**config.mk**
```make
export PLATFORM = sky130hd
export DESIGN_NAME = note_spawner
export DESIGN_NICKNAME = d
export VERILOG_FILES = /design/src/rtl/note_spawner.sv
export SDC_FILE = /design/constraint.sdc
export NUM_CORES = 1
export LEC_CHECK = 0
export ABC_CLOCK_PERIOD_IN_PS = 3500
export CORE_MARGIN = 1
export CORE_UTILIZATION = 60
export CTS_BUF_LIST = sky130_fd_sc_hd__clkbuf_8
export DETAILED_ROUTE_END_ITERATION = 7
export PLACE_DENSITY_LB_ADDON = 0.08
export REMOVE_ABC_BUFFERS = 1
export SYNTH_ARGS = -nofsm -noshare
export SYNTH_HDL_FRONTEND = slang
export SYNTH_SLANG_ARGS = --single-unit
```
**constraint.sdc**
```tcl
create_clock -name clk -period 3.5 [get_ports clk]
set_input_delay 0.525 -clock clk [delete_from_list [all_inputs] [get_ports clk]]
set_output_delay 0.525 -clock clk [all_outputs]
set_load 0.02 [all_outputs]
```
**src/rtl/note_spawner.sv**
```systemverilog
// note_spawner: beat and note generator for the rhythm-game LED matrix.
//
// Divides clk into scroll ticks (en) whose period follows the player speed.
// Each tick of a song draws a note pattern from a 16-bit LFSR. The selected
// lanes pulse r1..r4 one cycle after en. A song runs NUM_BEATS spawn ticks,
// then DRAIN_TICKS silent ticks so the playfield empties, then reports done.
//
// Ports:
//   clk        in   system clock
//   reset      in   synchronous, active-high
//   start      in   begin song (level; honoured in IDLE/DONE only)
//   pause      in   level; freezes the tick counter while high
//   speed      in   [9:0] player speed, larger = faster
//   en         out  one-cycle scroll strobe
//   r1..r4     out  lane spawn pulses (LFSR nibbles 0..3)
//   busy       out  high while a song is running or draining
//   done       out  high once the song has drained
//   beat_count out  [15:0] spawn ticks elapsed this song
module note_spawner #(
  parameter int          TICK_SHIFT  = 14,
  parameter logic [15:0] SEED        = 16'hACE1,
  parameter int          DENSITY     = 4,
  parameter int          MIN_GAP     = 1,
  parameter int          NUM_BEATS   = 64,
  parameter int          DRAIN_TICKS = 8
) (
  input  logic        clk,
  input  logic        reset,
  input  logic        start,
  input  logic        pause,
  input  logic [9:0]  speed,
  output logic        en,
  output logic        r1,
  output logic        r2,
  output logic        r3,
  output logic        r4,
  output logic        busy,
  output logic        done,
  output logic [15:0] beat_count
);

  localparam int CW  = 10 + TICK_SHIFT;
  localparam int CDW = (MIN_GAP < 1) ? 1 : $clog2(MIN_GAP + 1);

  localparam logic [15:0]    SEED_EFF = (SEED == 16'h0000) ? 16'hACE1 : SEED;
  localparam logic [15:0]    NB       = 16'(NUM_BEATS);
  localparam logic [15:0]    DT       = 16'(DRAIN_TICKS);
  localparam logic [CDW-1:0] GAP      = CDW'(MIN_GAP);
  localparam logic [4:0]     DENS     = 5'(DENSITY);

  typedef enum logic [1:0] {
    S_IDLE,
    S_RUN,
    S_DRAIN,
    S_DONE
  } state_e;

  // Last count value of a period: ((1024 - speed) << TICK_SHIFT) - 1.
  // The period is at least 1, so the subtraction never underflows.
  function automatic logic [CW-1:0] period_m1(input logic [9:0] spd);
    logic [CW:0] p;
    p = (CW+1)'(11'd1024 - {1'b0, spd}) << TICK_SHIFT;
    return CW'(p - (CW+1)'(1));
  endfunction

  function automatic logic [15:0] lfsr_next(input logic [15:0] v);
    return {v[14:0], v[15] ^ v[13] ^ v[12] ^ v[10]};
  endfunction

  state_e                  state_q, state_d;
  logic [CW-1:0]           tick_q, tick_d;
  logic [CW-1:0]           pm1_q, pm1_d;
  logic [15:0]             lfsr_q, lfsr_d;
  logic [15:0]             bc_q, bc_d;
  logic [15:0]             drain_q, drain_d;
  logic [3:0][CDW-1:0]     cd_q, cd_d;
  logic [3:0]              fire_q, fire_d;

  logic active;
  logic tick_en;

  always_comb begin
    state_d = state_q;
    tick_d  = tick_q;
    pm1_d   = pm1_q;
    lfsr_d  = lfsr_q;
    bc_d    = bc_q;
    drain_d = drain_q;
    cd_d    = cd_q;
    fire_d  = '0;

    active  = (state_q == S_RUN) || (state_q == S_DRAIN);
    tick_en = active && !pause && (tick_q == pm1_q);

    // The new period is sampled only at a reload, so a speed change
    // never stretches or truncates the period already in progress.
    if (active && !pause) begin
      if (tick_en) begin
        tick_d = '0;
        pm1_d  = period_m1(speed);
      end else begin
        tick_d = tick_q + CW'(1);
      end
    end

    case (state_q)
      S_IDLE, S_DONE: begin
        if (start) begin
          state_d = S_RUN;
          tick_d  = '0;
          pm1_d   = period_m1(speed);
          lfsr_d  = SEED_EFF;
          bc_d    = '0;
          drain_d = '0;
          cd_d    = '0;
        end
      end
      S_RUN: begin
        if (tick_en) begin
          for (int k = 0; k < 4; k++) begin
            if (({1'b0, lfsr_q[4*k +: 4]} < DENS) && (cd_q[k] == '0)) begin
              fire_d[k] = 1'b1;
              cd_d[k]   = GAP;
            end else if (cd_q[k] != '0) begin
              cd_d[k] = cd_q[k] - CDW'(1);
            end
          end
          lfsr_d = lfsr_next(lfsr_q);
          if (bc_q != NB) begin
            bc_d = bc_q + 16'd1;
          end
          if (bc_q + 16'd1 == NB) begin
            state_d = (DRAIN_TICKS == 0) ? S_DONE : S_DRAIN;
            drain_d = '0;
          end
        end
      end
      S_DRAIN: begin
        if (tick_en) begin
          drain_d = drain_q + 16'd1;
          if (drain_q + 16'd1 == DT) begin
            state_d = S_DONE;
          end
        end
      end
      default: state_d = S_IDLE;
    endcase
  end

  // Stage boundary: all state, with fire flags delayed one cycle past en.
  always_ff @(posedge clk) begin
    if (reset) begin
      state_q <= S_IDLE;
      tick_q  <= '0;
      pm1_q   <= '0;
      lfsr_q  <= SEED_EFF;
      bc_q    <= '0;
      drain_q <= '0;
      cd_q    <= '0;
      fire_q  <= '0;
    end else begin
      state_q <= state_d;
      tick_q  <= tick_d;
      pm1_q   <= pm1_d;
      lfsr_q  <= lfsr_d;
      bc_q    <= bc_d;
      drain_q <= drain_d;
      cd_q    <= cd_d;
      fire_q  <= fire_d;
    end
  end

  assign en         = tick_en;
  assign r1         = fire_q[0];
  assign r2         = fire_q[1];
  assign r3         = fire_q[2];
  assign r4         = fire_q[3];
  assign busy       = active;
  assign done       = (state_q == S_DONE);
  assign beat_count = bc_q;

endmodule

```
==> impl_metrics.yaml, run 1 <==
run_status:
  status: "complete, no violations"
synth:
  syn_avg_cell_area_sq_um: 8.415
  synth.area.top_cells: "dfxtp_1 (39%), xnor2_1 (6.9%), nor2_1 (6.9%), nand2_1 (3.3%), xor2_1 (3.0%)"
  synth_enable_flop_cells: 0
  syn_area_sq_mm: 0.005461
  ys_seq_area_share_pct: 38.85
  synthCells: 649
  synth_largest_area_cell: "dfxtp_1"
  ys.flop_type: "dfxtp_1"
  ys_ff_latch: 106
  ys_types: 64
  synth_top_area_share_pct: 38.85
  yosys_warnings: 0
  ys_async_sr_fraction_pct: 0
  netlist_top_cells_count: "dfxtp_1 (106), nor2_1 (100), nand2_1 (48)"
  yosysMostFrequentCell: "dfxtp_1"
timing:
  layout_setup_ws_ns: 0.2224
  tns_ns: 0
  worstMarginPinSlew_ns: 0.6841
  period_share_pct: 93.65
  rsz0062_at_grt: "no"
  hold_violations: 0
  whs_ns: 0.4979
  setup_viol: 0
  slew_violations: 0
  fmax_ghz: 0.3051
  finClkSkew_ns: 0.01332
  max_slew_margin_pct: 54.39
  fin_crit_ns: 3.278
setup_path:
  crit_path_end: "en"
  path_max_fanout: 11
  worst_setup_path_end_kind: "primary output"
  reg2reg_slack_ns: 0.62
  crit_path_start: "state_q[0]$_SDFFE_PP0P_"
  r2r_start: "beat_count[0]$_SDFFE_PP0P_"
  slowest_stage: "clkdlybuf4s50_1"
  r2r_end: "drain_q[4]$_SDFFE_PP0P_"
  arrival_ns: 2.75
  critical_path.cell_chain: "inv_1 -> ha_1 -> nor2_2 -> nand2_1 -> nor4_2 -> nand2_1 -> inv_2 -> clkdlybuf4s50_1"
  cp.required_ns: 2.97
  crit_top_cell: "nand2_1"
  path_class: "flop to primary output"
  worst-r2r-cell-count: 8
  critPathLaunchType: "flop"
  critPathMaxStageDelay_ns: 0.65
grt:
  met3_usage_pct: 4.388
  grt_pass1_wl_microns: 20930
  busiest_layer: "met2"
  overflow: 0
  gr-usage-met2_pct: 45.40
  first_global_vias: 4530
  antenna_found_initial: 0
  grtUsageTotal_pct: 26.56
  grt_max_degree: 33
  grt_util_met1_pct: 34.59
cts:
  clock_path_buffers: 2
  cts-resized-gates: 0
  root_buffer: "clkbuf_8"
  cts_num_sinks: 106
  cts_setup_buffers: 0
  cts_tree: "built"
  cts_htree_levels: 3
  cts-buffers-inserted: 9
  clk_latency_ns: 0.38
  clk_pin_slew_ns: 0.12
  hold_buffers: 0
floorplan:
  die-area_sq_mm: 0.009488
  ios: 37
  die_x_microns: 97.41
  rows: 34
  die_h_microns: 97.41
  core_area_sq_mm: 0.008763
  start_util_pct: 62.32
routing:
  postRouteAntennaNets: 0
  vias_per_cell: 6.084
  wl_per_cell_microns: 15.34
  num_vias: 4806
  drt_iter0_markers: 241
  drc: 0
  totalWireLength_microns: 12120
  drtPass1Iterations: 4
layout:
  fillCellCount: 757
  postLayoutCellArea_sq_mm: 0.006120
  final_nets: 700
  syn_to_final_growth_pct: 12.05
  layout-drive-gt1-share_pct: 8.651
  antenna_cells: 0
placed_design:
  post-place-ws_ns: 0.4479
  io_buffers: 36
  dp_hpwl_microns: 8526
  placed_area_sq_mm: 0.005918
  routabilityCongestion: 0.8377
power_and_ir_drop:
  max-vdd-ir-drop_mv: 0.2892
  p_per_area_mw_per_mm2: 512.8
  p_leak_nw: 2.110
job:
  drv_cap: 0
min_path:
  hold_class: "flop to flop"
  hp-start: "lfsr_q[5]$_SDFFE_PP1P_"
-- through the flow --
| stage | util [%] | std cells | total power [mW] |
|---|---|---|---|
| floorplan | - | 616 | 2.090 |
| global placement | 67.53 | 774 | 2.380 |
| detailed placement | 67.53 | 774 | 2.416 |
| CTS | 69.80 | 790 | 3.152 |
| global route | 69.83 | 790 | 3.332 |
| finish | 69.83 | 790 | 3.138 |
-- worst max-delay path, delay by kind of cell, from the launching register on --
kind,cells,cell delay [ns]
buf+inv,3,0.94
simple gates,4,0.64
flops,1,0.40
fa+ha+maj,1,0.40
-- layer usage --
| metal | vias to the layer above | wire length (microns) |
|---|---|---|
| met4 | 0 | 142 |
| met5 | - | 0 |
| met2 | 129 | 5935 |
| met3 | 16 | 509 |
| li1 | 2365 | - |
| met1 | 2296 | 5532 |
-- state kept, by name, indices dropped and copies added (netlist names) --
name,cells
beat_count,16
cd_q,4
drain_q,16
fire_q,4
lfsr_q,16
pm1_q,24
state_q,2
tick_q,24
-- final cells by class --
| type | count | area [sq um] | share of cell area [%] |
|---|---|---|---|
| repair buffers | 50 | 460.4 | 7.524 |
| inverters | 17 | 63.81 | 1.043 |
| clock buffers | 9 | 123.9 | 2.024 |
| well taps | 108 | 135.1 | 2.208 |
| flip-flops and latches | 106 | 2122 | 34.68 |
| clock inverters | 7 | 75.07 | 1.227 |
| multi-input cells | 493 | 3139 | 51.30 |
-- kinds of logic (layout without fill, tap and decap cells) --
logic type	Yosys count	count (layout)	share of synthesized area (%)
simple gates	286	286	26.60
compound gates	128	128	17.16
buf+inv	50	83	3.711
fa+ha+maj	9	9	2.062
mux	8	8	1.672
flops	106	106	38.85
xor+xnor	62	62	9.943
-- worst min-delay path by stage --
stage | endpoint | depth (start not counted)
2_1_floorplan | lfsr_q[5]$_SDFFE_PP1P_ | 2
3_3_place_gp | pm1_q[18]$_SDFF_PP0_ | 2
3_5_place_dp | lfsr_q[5]$_SDFFE_PP1P_ | 2
4_1_cts | lfsr_q[5]$_SDFFE_PP1P_ | 2
5_1_grt | pm1_q[15]$_SDFF_PP0_ | 2
6_report | lfsr_q[5]$_SDFFE_PP1P_ | 2
-- report_power, final --
group / switching [mW] / total (mW) / leakage [nW] / internal (mW)
Sequential: 0.0759 / 1.38 / 0.860 / 1.31
Combinational: 0.646 / 1.02 / 1.15 / 0.372
Clock: 0.461 / 0.739 / 0.0959 / 0.278
-- cells in the final DEF (no fill, tap or decap), drive strengths merged, types with 12 or more instances in the layout --
cell type      instances
xnor2                 43
a21oi                 15
xor2                  19
buf                   15
a31oi                 18
nand4                 21
inv                   19
nor2                 100
nand3                 22
o21ai                 20
a311oi                14
nor3                  18
dfxtp                106
and3                  16
a22oi                 12
nand2                 48
nand2b                14
clkdlybuf4s50         35
No activity file was read; power rests on OpenSTA's default activity.
==> run 2: changes to the inputs <==
--- a/config.mk
+++ b/config.mk
@@ -6,8 +6,10 @@
 export NUM_CORES = 1
 export LEC_CHECK = 0
 export ABC_CLOCK_PERIOD_IN_PS = 3500
+export CELL_PAD_IN_SITES_DETAIL_PLACEMENT = 0
+export CELL_PAD_IN_SITES_GLOBAL_PLACEMENT = 1
 export CORE_MARGIN = 1
-export CORE_UTILIZATION = 60
+export CORE_UTILIZATION = 46
 export CTS_BUF_LIST = sky130_fd_sc_hd__clkbuf_8
 export DETAILED_ROUTE_END_ITERATION = 7
 export PLACE_DENSITY_LB_ADDON = 0.08
==> run 2 against run 1 <==
The run now ends with DRC left. Setup slack worse by 0.0030 ns. First-iteration DRC count is 77% higher. Power fell by 0.54%. Clock-buffer cell count rose by 1. Via count is 2.7% lower. Combinational power barely moved. Die area up 30%. Critical path type unchanged. Critical endpoint unchanged. Largest power group unchanged.
==> impl_metrics.yaml, run 2 (synthesis gave the netlist of run 1 again) <==
run_status:
  status: "finished, violations left"
  violations: "DRC"
layout:
  mostFrequentLayoutCell: "dfxtp_1"
  final_nets: 698
  reg_top3: "pm1_q x24, tick_q x24"
  syn_to_final_growth_pct: 12.44
  post-route-util_pct: 53.32
  finalNonFillerCells: 823
  layout_common_cells: "dfxtp_1 (106), nor2_1 (100), nand2_1 (48)"
  layout-drive-gt1-share_pct: 8.088
  antenna_cells: 0
grt:
  antenna_found_initial: 0
  grt_max_degree: 54
  overflow: 0
  grt_pass1_wl_microns: 21330
  grtUsageTotal_pct: 21.31
  first_global_vias: 4386
power_and_ir_drop:
  max-vdd-ir-drop_mv: 0.2341
  p_int_mw: 1.954
  switching_share_pct: 37.40
  switchingPower_mw: 1.167
  combPwrFrac_pct: 33.0
  p_leak_nw: 2.095
  p_seq_share_pct: 44.1
  p_per_area_mw_per_mm2: 508.3
  p_total_mw: 3.121
  pwr-share-clk_pct: 22.9
routing:
  drt_iter0_markers: 427
  drtPass1Iterations: 6
  num_vias: 4676
  vias_per_cell: 5.682
  totalWireLength_microns: 12370
  drc: 4
  postRouteAntennaNets: 0
  wl_per_cell_microns: 15.03
floorplan:
  die-area_sq_mm: 0.01231
  rows: 39
  die_h_microns: 111.0
  die_x_microns: 111.0
  core_area_sq_mm: 0.01152
  start_util_pct: 47.43
  ios: 37
timing:
  slew_violations: 0
  setup_viol: 0
  fmax_ghz: 0.3048
  finClkSkew_ns: 0.01536
  max_slew_margin_pct: 53.04
  rsz0062_at_grt: "no"
  tns_ns: 0
  worstMarginPinSlew_ns: 0.7043
  hold_violations: 0
  whs_ns: 0.4818
  period_share_pct: 93.73
  fin_crit_ns: 3.281
setup_path:
  arrival_ns: 2.76
  worst_setup_path_end_kind: "primary output"
  path_class: "flop to primary output"
  path_max_fanout: 11
  critPathLaunchType: "flop"
  cp.required_ns: 2.97
cts:
  clock_path_buffers: 2
  cts-resized-gates: 0
  clk_latency_ns: 0.40
  cts_htree_levels: 3
  clk_pin_slew_ns: 0.10
  hold_buffers: 0
  cts_num_sinks: 106
  cts_tree: "built"
  cts_setup_buffers: 0
  cts-buffers-inserted: 9
  root_buffer: "clkbuf_8"
placed_design:
  routabilityCongestion: 0.8588
  dp_hpwl_microns: 8619
  io_buffers: 36
  post-place-cells: 807
min_path:
  hold_class: "flop to flop"
job:
  drv_cap: 0
-- run 2: changes by cell type in the layout (fill, tap and decap cells not counted) --
cell	before	now
nor2_2	1	0
inv_1	16	17
buf_4	14	11
clkbuf_8	9	10
nor2_1	99	100
clkinvlp_4	1	3
buf_12	0	1
clkinv_8	2	0
inv_6	2	0
-- run 2: through the flow --
stage               worst slack, ns  instance area [sq um]
floorplan                    0.3138                   5323
global placement             0.4524                   5959
detailed placement           0.4346                   5959
CTS                          0.1730                   6141
global route                0.02512                   6141
finish                       0.2194                   6141
-- run 2: path summary, 6_finish.rpt --
path	cells past startpoint	to	slack, ns	startpoint
max	8	en	0.22	state_q[0]$_SDFFE_PP0P_
min	2	pm1_q[18]$_SDFF_PP0_	0.48	pm1_q[18]$_SDFF_PP0_
max reg2reg	8	drain_q[8]$_SDFFE_PP0P_	0.62	beat_count[1]$_SDFFE_PP0P_
min reg2reg	2	pm1_q[18]$_SDFF_PP0_	0.48	pm1_q[18]$_SDFF_PP0_
-- run 2: power groups by stage --
stage                     logic, mW  registers (mW)  clock network (mW)
after CTS                      1.03            1.38               0.735
after global routing           1.14            1.39               0.783
after global placement         1.02            1.40                   0
final                          1.03            1.38               0.715
after floorplan               0.700            1.39                   0
after detailed placement       1.02            1.41                   0
-- run 2: routing by layer --
metal	global-route usage, %	wire length [microns]	vias up
met2	36.35	5956	75
met5	0	0	-
met4	6.301	148	0
met3	4.429	391	9
li1	-	-	2359
met1	27.00	5876	2233
-- run 2: layout make-up --
cell class                      instances  area (sq um)
Clock inverter                          6         43.79
Timing Repair Buffer                   48         457.9
Clock buffer                           10         137.6
Multi-Input combinational cell        493          3137
Inverter                               17         63.81
Sequential cell                       106          2122
Fill cell                            1111          5375
Tap cell                              143         178.9
-- run 2: worst max-delay path, stage by stage (launching register included) --
cell,delay [ns]
dfxtp_1,0.40
inv_1,0.08
ha_1,0.32
nor2_1,0.27
nand2_1,0.11
nor4_2,0.19
nand2_1,0.12
inv_2,0.22
clkdlybuf4s50_1,0.66
